==> src/rtl/bilinear_interp.sv <==
// Three-stage valid/ready bilinear interpolator: horizontal lerp, vertical lerp, round-half-up.
// Also counts emitted pixels per frame and pulses done on the last one.
module bilinear_interp #(
    parameter int unsigned PIX_TOTAL = 1024,
    parameter int unsigned CNT_W     = 11
) (
    input  logic             clk,
    input  logic             rst_n,
    input  logic             in_valid,
    output logic             in_ready,
    input  logic [7:0]       p00,
    input  logic [7:0]       p01,
    input  logic [7:0]       p10,
    input  logic [7:0]       p11,
    input  logic [7:0]       fx,
    input  logic [7:0]       fy,
    output logic             out_valid,
    input  logic             out_ready,
    output logic [7:0]       out_pix,
    output logic [CNT_W-1:0] pix_cnt,
    output logic             done
);

    localparam logic [CNT_W-1:0] CntLast = CNT_W'(PIX_TOTAL - 1);

    logic             adv;
    logic             out_xfer;
    logic [8:0]       wx;
    logic [8:0]       wy;
    logic [15:0]      top_d, top_q;
    logic [15:0]      bot_d, bot_q;
    logic [7:0]       fy_q;
    logic             v1_q;
    logic [23:0]      acc_d, acc_q;
    logic             v2_q;
    logic [8:0]       rnd;
    logic [7:0]       pix_d, pix_q;
    logic             out_valid_q;
    logic [CNT_W-1:0] cnt_d, cnt_q;

    always_comb begin
        adv      = !(out_valid_q && !out_ready);
        out_xfer = out_valid_q && out_ready;

        // Weights are 1..256 so fx=0 / fy=0 pass the left column / top row through exactly.
        wx    = 9'd256 - {1'b0, fx};
        top_d = 16'(p00) * 16'(wx) + 16'(p01) * 16'(fx);
        bot_d = 16'(p10) * 16'(wx) + 16'(p11) * 16'(fx);

        wy    = 9'd256 - {1'b0, fy_q};
        acc_d = 24'(top_q) * 24'(wy) + 24'(bot_q) * 24'(fy_q);

        // Q8.16 -> integer, round half up; clamp cannot trigger for legal inputs.
        rnd   = 9'((25'(acc_q) + 25'h008000) >> 16);
        pix_d = rnd[8] ? 8'hff : rnd[7:0];

        cnt_d = cnt_q;
        if (out_xfer) begin
            cnt_d = (cnt_q == CntLast) ? '0 : cnt_q + 1'b1;
        end
    end

    always_ff @(posedge clk) begin
        if (!rst_n) begin
            top_q       <= '0;
            bot_q       <= '0;
            fy_q        <= '0;
            v1_q        <= 1'b0;
            acc_q       <= '0;
            v2_q        <= 1'b0;
            pix_q       <= '0;
            out_valid_q <= 1'b0;
            cnt_q       <= '0;
        end else begin
            if (adv) begin
                top_q       <= top_d;
                bot_q       <= bot_d;
                fy_q        <= fy;
                v1_q        <= in_valid;
                acc_q       <= acc_d;
                v2_q        <= v1_q;
                pix_q       <= pix_d;
                out_valid_q <= v2_q;
            end
            cnt_q <= cnt_d;
        end
    end

    assign in_ready  = adv;
    assign out_valid = out_valid_q;
    assign out_pix   = pix_q;
    assign pix_cnt   = cnt_q;
    assign done      = out_xfer && (cnt_q == CntLast);

endmodule

==> config.mk <==
export PLATFORM = sky130hd
export DESIGN_NAME = bilinear_interp
export DESIGN_NICKNAME = d
export VERILOG_FILES = /design/src/rtl/bilinear_interp.sv
export SDC_FILE = /design/constraint.sdc
export NUM_CORES = 1
export LEC_CHECK = 0
export CORE_MARGIN = 2
export CORE_UTILIZATION = 35
export DETAILED_ROUTE_END_ITERATION = 8
export PLACE_DENSITY = 0.57
export SETUP_SLACK_MARGIN = 0.5
export SYNTH_ARGS = -nofsm -noshare
export SYNTH_HDL_FRONTEND = slang
export SYNTH_SLANG_ARGS = --single-unit
==> constraint.sdc <==
create_clock -name clk -period 8.66 [get_ports clk]
set_input_delay 1.732 -clock clk [delete_from_list [all_inputs] [get_ports clk]]
set_output_delay 1.732 -clock clk [all_outputs]
set_load 0.05 [all_outputs]
==> results of run 1 <==
-- routing by layer --
metal  vias to the layer above  global-route usage, %  wire [microns]
met5                         -                      0               0
met2                       252                   28.3           23300
li1                       6835                      -               -
met4                         0                   2.96             540
met3                        40                   2.13            1860
met1                      7524                   21.7           20600
-- synth_stat cells (2+ instances only) --
cell / instances
inv_1: 559
fa_1: 422
nand2_1: 364
and2_1: 282
ha_1: 203
clkbuf_1: 85
dfxtp_1: 71
a21oi_1: 70
xnor2_1: 41
nor2_1: 30
xor2_1: 30
nand3_1: 21
buf_1: 17
o21ai_0: 14
nor3_1: 11
o21ai_1: 10
or3_1: 10
a21o_1: 9
a211oi_1: 7
and2_2: 6
nand4_1: 6
nor2b_1: 5
and3_1: 4
a211o_1: 3
a31oi_1: 3
a41oi_1: 3
buf_4: 3
a2bb2oi_1: 2
a31o_1: 2
clkbuf_8: 2
nor4b_1: 2
o2111ai_1: 2
o211ai_1: 2
o21a_1: 2
o21ai_2: 2
o21bai_1: 2
o2bb2ai_1: 2
-- final cells by class --
| class | instances | share of cell area (%) |
|---|---|---|
| clock inverters | 6 | 0.526 |
| inverters | 560 | 9.49 |
| multi-input cells | 1589 | 73.7 |
| well taps | 756 | 4.27 |
| repair buffers | 111 | 4.60 |
| clock buffers | 10 | 1.03 |
| flip-flops and latches | 71 | 6.42 |
-- sequential cells by signal, indices dropped and copies added, names as in the netlist --
signal	cells
acc_q	9
bot_q	16
fy_q	8
out_pix	8
out_valid	1
pix_cnt	11
top_q	16
v1_q	1
v2_q	1
-- through the flow --
step                      util [%]  cell area (sq um)  hold WS (ns)  instances
after CTS                     38.9              22000         0.460       3102
after global placement        38.3              21700         0.441       3086
after global routing          39.0              22100         0.482       3103
final                         39.0              22100         0.455       3103
after detailed placement      38.3              21700         0.452       3086
after floorplan                  -              20200         0.430       2327
-- critical path, stage by stage --
cell	delay, ns
clkdlybuf4s50_1	0.46
inv_1	0.10
ha_1	0.18
nand2_1	0.10
or3_4	0.36
xor2_2	0.15
buf_4	0.15
nand2_1	0.08
fa_1	0.56
inv_1	0.05
fa_1	0.53
inv_1	0.05
fa_1	0.50
inv_1	0.06
fa_1	0.54
inv_1	0.05
fa_1	0.44
fa_1	0.49
inv_1	0.04
ha_2	0.31
nand2_1	0.07
nand2_1	0.09
a31oi_4	0.19
o21ai_2	0.11
o41ai_4	0.32
o21ai_1	0.13
xnor2_1	0.18
a21oi_1	0.08
-- final timing paths --
| check | start | endpoint | slack [ns] | cells past startpoint |
|---|---|---|---|---|
| worst max register to register | fy_q[1] | acc_q[23] | 1.53 | 23 |
| worst min-delay path | v1_q | v1_q | 0.46 | 2 |
| worst min register to register | v1_q | v1_q | 0.46 | 2 |
| worst max-delay path | fx[0] | bot_q[15] | 0.78 | 28 |
-- cells by family after synthesis --
| kind of cell | synth area share [%] |
|---|---|
| adders and majority gates | 54.5 |
| AOI/OAI and AO/OA | 4.43 |
| DFF | 7.05 |
| and+or+nand+nor | 18.2 |
| xor gates and xnor gates | 3.22 |
| buffers and inverters | 12.6 |
-- repair_timing --
item                                    4_1_cts  5_1_grt
hold buffers                                  0        0
pin swaps                                     0        1
setup buffers                                 0        1
endpoints found under the setup margin        3        8
resized for setup                             1       14
gates cloned                                  0        0
==> flow_summary.json, run 1 <==
{
  "synthCells": 2327,
  "layout.nets": 3019,
  "finalSetupViolCount": 0,
  "cts_tree": "built",
  "multi_input_area_sq_um": 16300,
  "syn_to_final_growth_pct": 9.78,
  "syn_avg_cell_area_sq_um": 8.67,
  "crit_fanout": 5,
  "yosys.area.top_type": "fa_1",
  "clock_skew_ns": 0.00835,
  "cts_root_buffer": "clkbuf_16",
  "synth_area_leaders": "fa_1 42%, ha_1 13%, inv_1 10%",
  "slew_violations": 0,
  "synthArstFlopShare_pct": 0,
  "overflow": 0,
  "tightestPinTransition_ns": 0.846,
  "ys_warn_count": 0,
  "fin_setup_tns_ns": 0,
  "grt.total_usage_pct": 16.3,
  "ys_seq_area_share_pct": 7.05,
  "grt_max_degree": 60,
  "end_kind": "flop",
  "setup_slack_ns": 0.778,
  "io_buffers": 73,
  "cts_htree_levels": 3,
  "worstSkewPairLatency_ns": 0.38,
  "diodes": 0,
  "synth_seq_cells": 71,
  "period_share_pct": 91.0,
  "grt_pass1_vias": 15500,
  "fp.dieArea_sq_um": 59600,
  "synth_top_cell_area_share_pct": 41.9,
  "wl_mm": 46.3,
  "start_util_pct": 35.6,
  "drive_above_1_share_pct": 3.62,
  "vias": 14700,
  "die_w_microns": 244,
  "regArea_sq_um": 1420,
  "antenna_found_initial": 0,
  "cts_sinks": 71,
  "syn-num-nets": 3004,
  "first_pass_iters": 6,
  "path_class": "primary input to flop",
  "maxCapViolCount": 0,
  "worst-endpoint-arrival_ns": 8.11,
  "core_sq_um": 56700,
  "drc": 0,
  "drtIter0Drc": 666,
  "cts.clk_slew.worst_paths_ns": 0.06,
  "max-clock-path-buffers": 2,
  "pin_count": 74,
  "rsz0062_at_grt": "false",
  "max_freq_ghz": 0.127,
  "finalHoldViolCount": 0,
  "ys.flop_type": "dfxtp_1",
  "ant_nets": 0,
  "synth_cell_types": 55,
  "slew_headroom_pct": 43.5,
  "syn_area_sq_um": 20200,
  "viasPerCell": 4.72,
  "gp_congestion": 0.845,
  "crit_required_ns": 8.89,
  "std_cell_rows": 87,
  "final_cell_mix": "558 x inv_1, 422 x fa_1, 364 x nand2_1",
  "outcome": "complete, no violations",
  "grt_pass1_wl_mm": 78.3,
  "synth_edf_count": 0,
  "layout_commonest_cell": "inv_1",
  "pre_cts_ws_ns": 0.00614,
  "wl_per_cell_microns": 14.9,
  "fin_crit_ns": 7.88,
  "numCtsBuffers": 9,
  "die_y_microns": 244,
  "fill_cells": 5742,
  "hpwl_mm": 38.8,
  "min_path_type": "flop to flop",
  "start_kind": "primary input"
}
Power of run 1 is left out: the tool's default activity adds up to more than one toggle a clock period on the data nets, which glitch-free logic cannot reach.
==> inputs of run 2 (changes only) <==
CTS_BUF_LIST = sky130_fd_sc_hd__clkbuf_8   (was unset)
==> flow_summary.json, run 2 (synthesis gave the netlist of run 1 again) <==
{
  "outcome": "complete, no violations",
  "grt_pass1_wl_mm": 78.2,
  "pre_cts_ws_ns": 0.00614,
  "drive_above_1_share_pct": 3.54,
  "slew_headroom_pct": 44.9,
  "final_area_sq_um": 22000,
  "path_class": "primary input to flop",
  "numCtsBuffers": 9,
  "ant_nets": 0,
  "rsz0062_at_grt": "true",
  "critPathBufInv": 8,
  "finalHoldViolCount": 0,
  "pin_count": 74,
  "clock_skew_ns": 0.0145,
  "regArea_sq_um": 1420,
  "slowest_delay_ns": 0.55,
  "grt_max_degree": 60,
  "fp.dieArea_sq_um": 59600,
  "wl_per_cell_microns": 14.9,
  "die_w_microns": 244,
  "finalSetupViolCount": 0,
  "first_pass_iters": 5,
  "diodes": 0,
  "die_y_microns": 244,
  "hold_buffers": 0,
  "grt.total_usage_pct": 16.3,
  "period_share_pct": 90.8,
  "final_cell_mix": "559 x inv_1, 422 x fa_1, 364 x nand2_1",
  "min_path_type": "flop to flop",
  "cts_sinks": 71,
  "slew_violations": 0,
  "crit_required_ns": 8.95,
  "vias": 14700,
  "cts_htree_levels": 3,
  "gp_congestion": 0.845,
  "core_sq_um": 56700,
  "max-clock-path-buffers": 2,
  "std_cell_rows": 87,
  "crit_fanout": 5,
  "fin_crit_ns": 7.87,
  "fill_cells": 5757,
  "holdWs_ns": 0.459,
  "io_buffers": 73,
  "viasPerCell": 4.73,
  "cts.clk_slew.worst_paths_ns": 0.09,
  "grt_pass1_vias": 15500,
  "tightestPinTransition_ns": 0.826,
  "hpwl_mm": 38.8,
  "start_util_pct": 35.6,
  "start_kind": "primary input",
  "syn_to_final_growth_pct": 9.12,
  "antenna_found_initial": 0,
  "placed_area_sq_um": 21700,
  "worstSkewPairLatency_ns": 0.43,
  "multi_input_area_sq_um": 16300,
  "layout.nets": 3019,
  "drc": 0,
  "cts_tree": "built",
  "fin_setup_tns_ns": 0,
  "layout_commonest_cell": "inv_1",
  "drtIter0Drc": 635,
  "end_kind": "flop",
  "wl_mm": 46.2,
  "setup_slack_ns": 0.793,
  "max_freq_ghz": 0.127,
  "cts_root_buffer": "clkbuf_8",
  "maxCapViolCount": 0,
  "overflow": 0,
  "worst-endpoint-arrival_ns": 8.15,
  "crit_family": "adder cells",
  "crit_slowest_cell": "fa_1"
}
-- run 2: routing by layer --
layer	wire, microns	track usage, %	vias up
li1	-	-	6836
met1	20600	21.6	7553
met2	23100	28.2	234
met3	1760	2.38	44
met4	689	3.34	0
met5	0	0	-
-- run 2: metrics by stage --
stage	cells	utilization [%]
after floorplan	2327	-
after global placement	3086	38.3
after detailed placement	3086	38.3
after CTS	3102	38.7
after global routing	3103	38.8
final	3103	38.8
-- run 2: layout make-up --
class	instances	share of cell area, %
tap	756	4.30
multi-input combinational	1589	74.0
sequential	71	6.46
timing repair buffer	111	4.62
clock buffer	9	0.563
inverter	560	9.55
clock inverter	7	0.546
-- run 2: worst paths after layout --
path	endpoint	cells past startpoint	startpoint	slack [ns]
setup reg to reg	acc_q[23]	23	fy_q[1]	1.51
hold reg to reg	v1_q	2	v1_q	0.46
hold / removal	v1_q	2	v1_q	0.46
setup / recovery	bot_q[15]	28	fx[1]	0.79
-- run 2: timing repair --
action                     CTS  global route
pin swaps                    0             1
cloned                       0             0
setup buffers                0             1
setup endpoints to repair    2             7
resized for setup            1             9
-- run 2: tightest hold or removal path, stage by stage (launching register included) --
cell and delay [ns]:
dfxtp_1 0.32, nand2_1 0.05, a21oi_1 0.05
Power of run 2 is left out for the same reason.
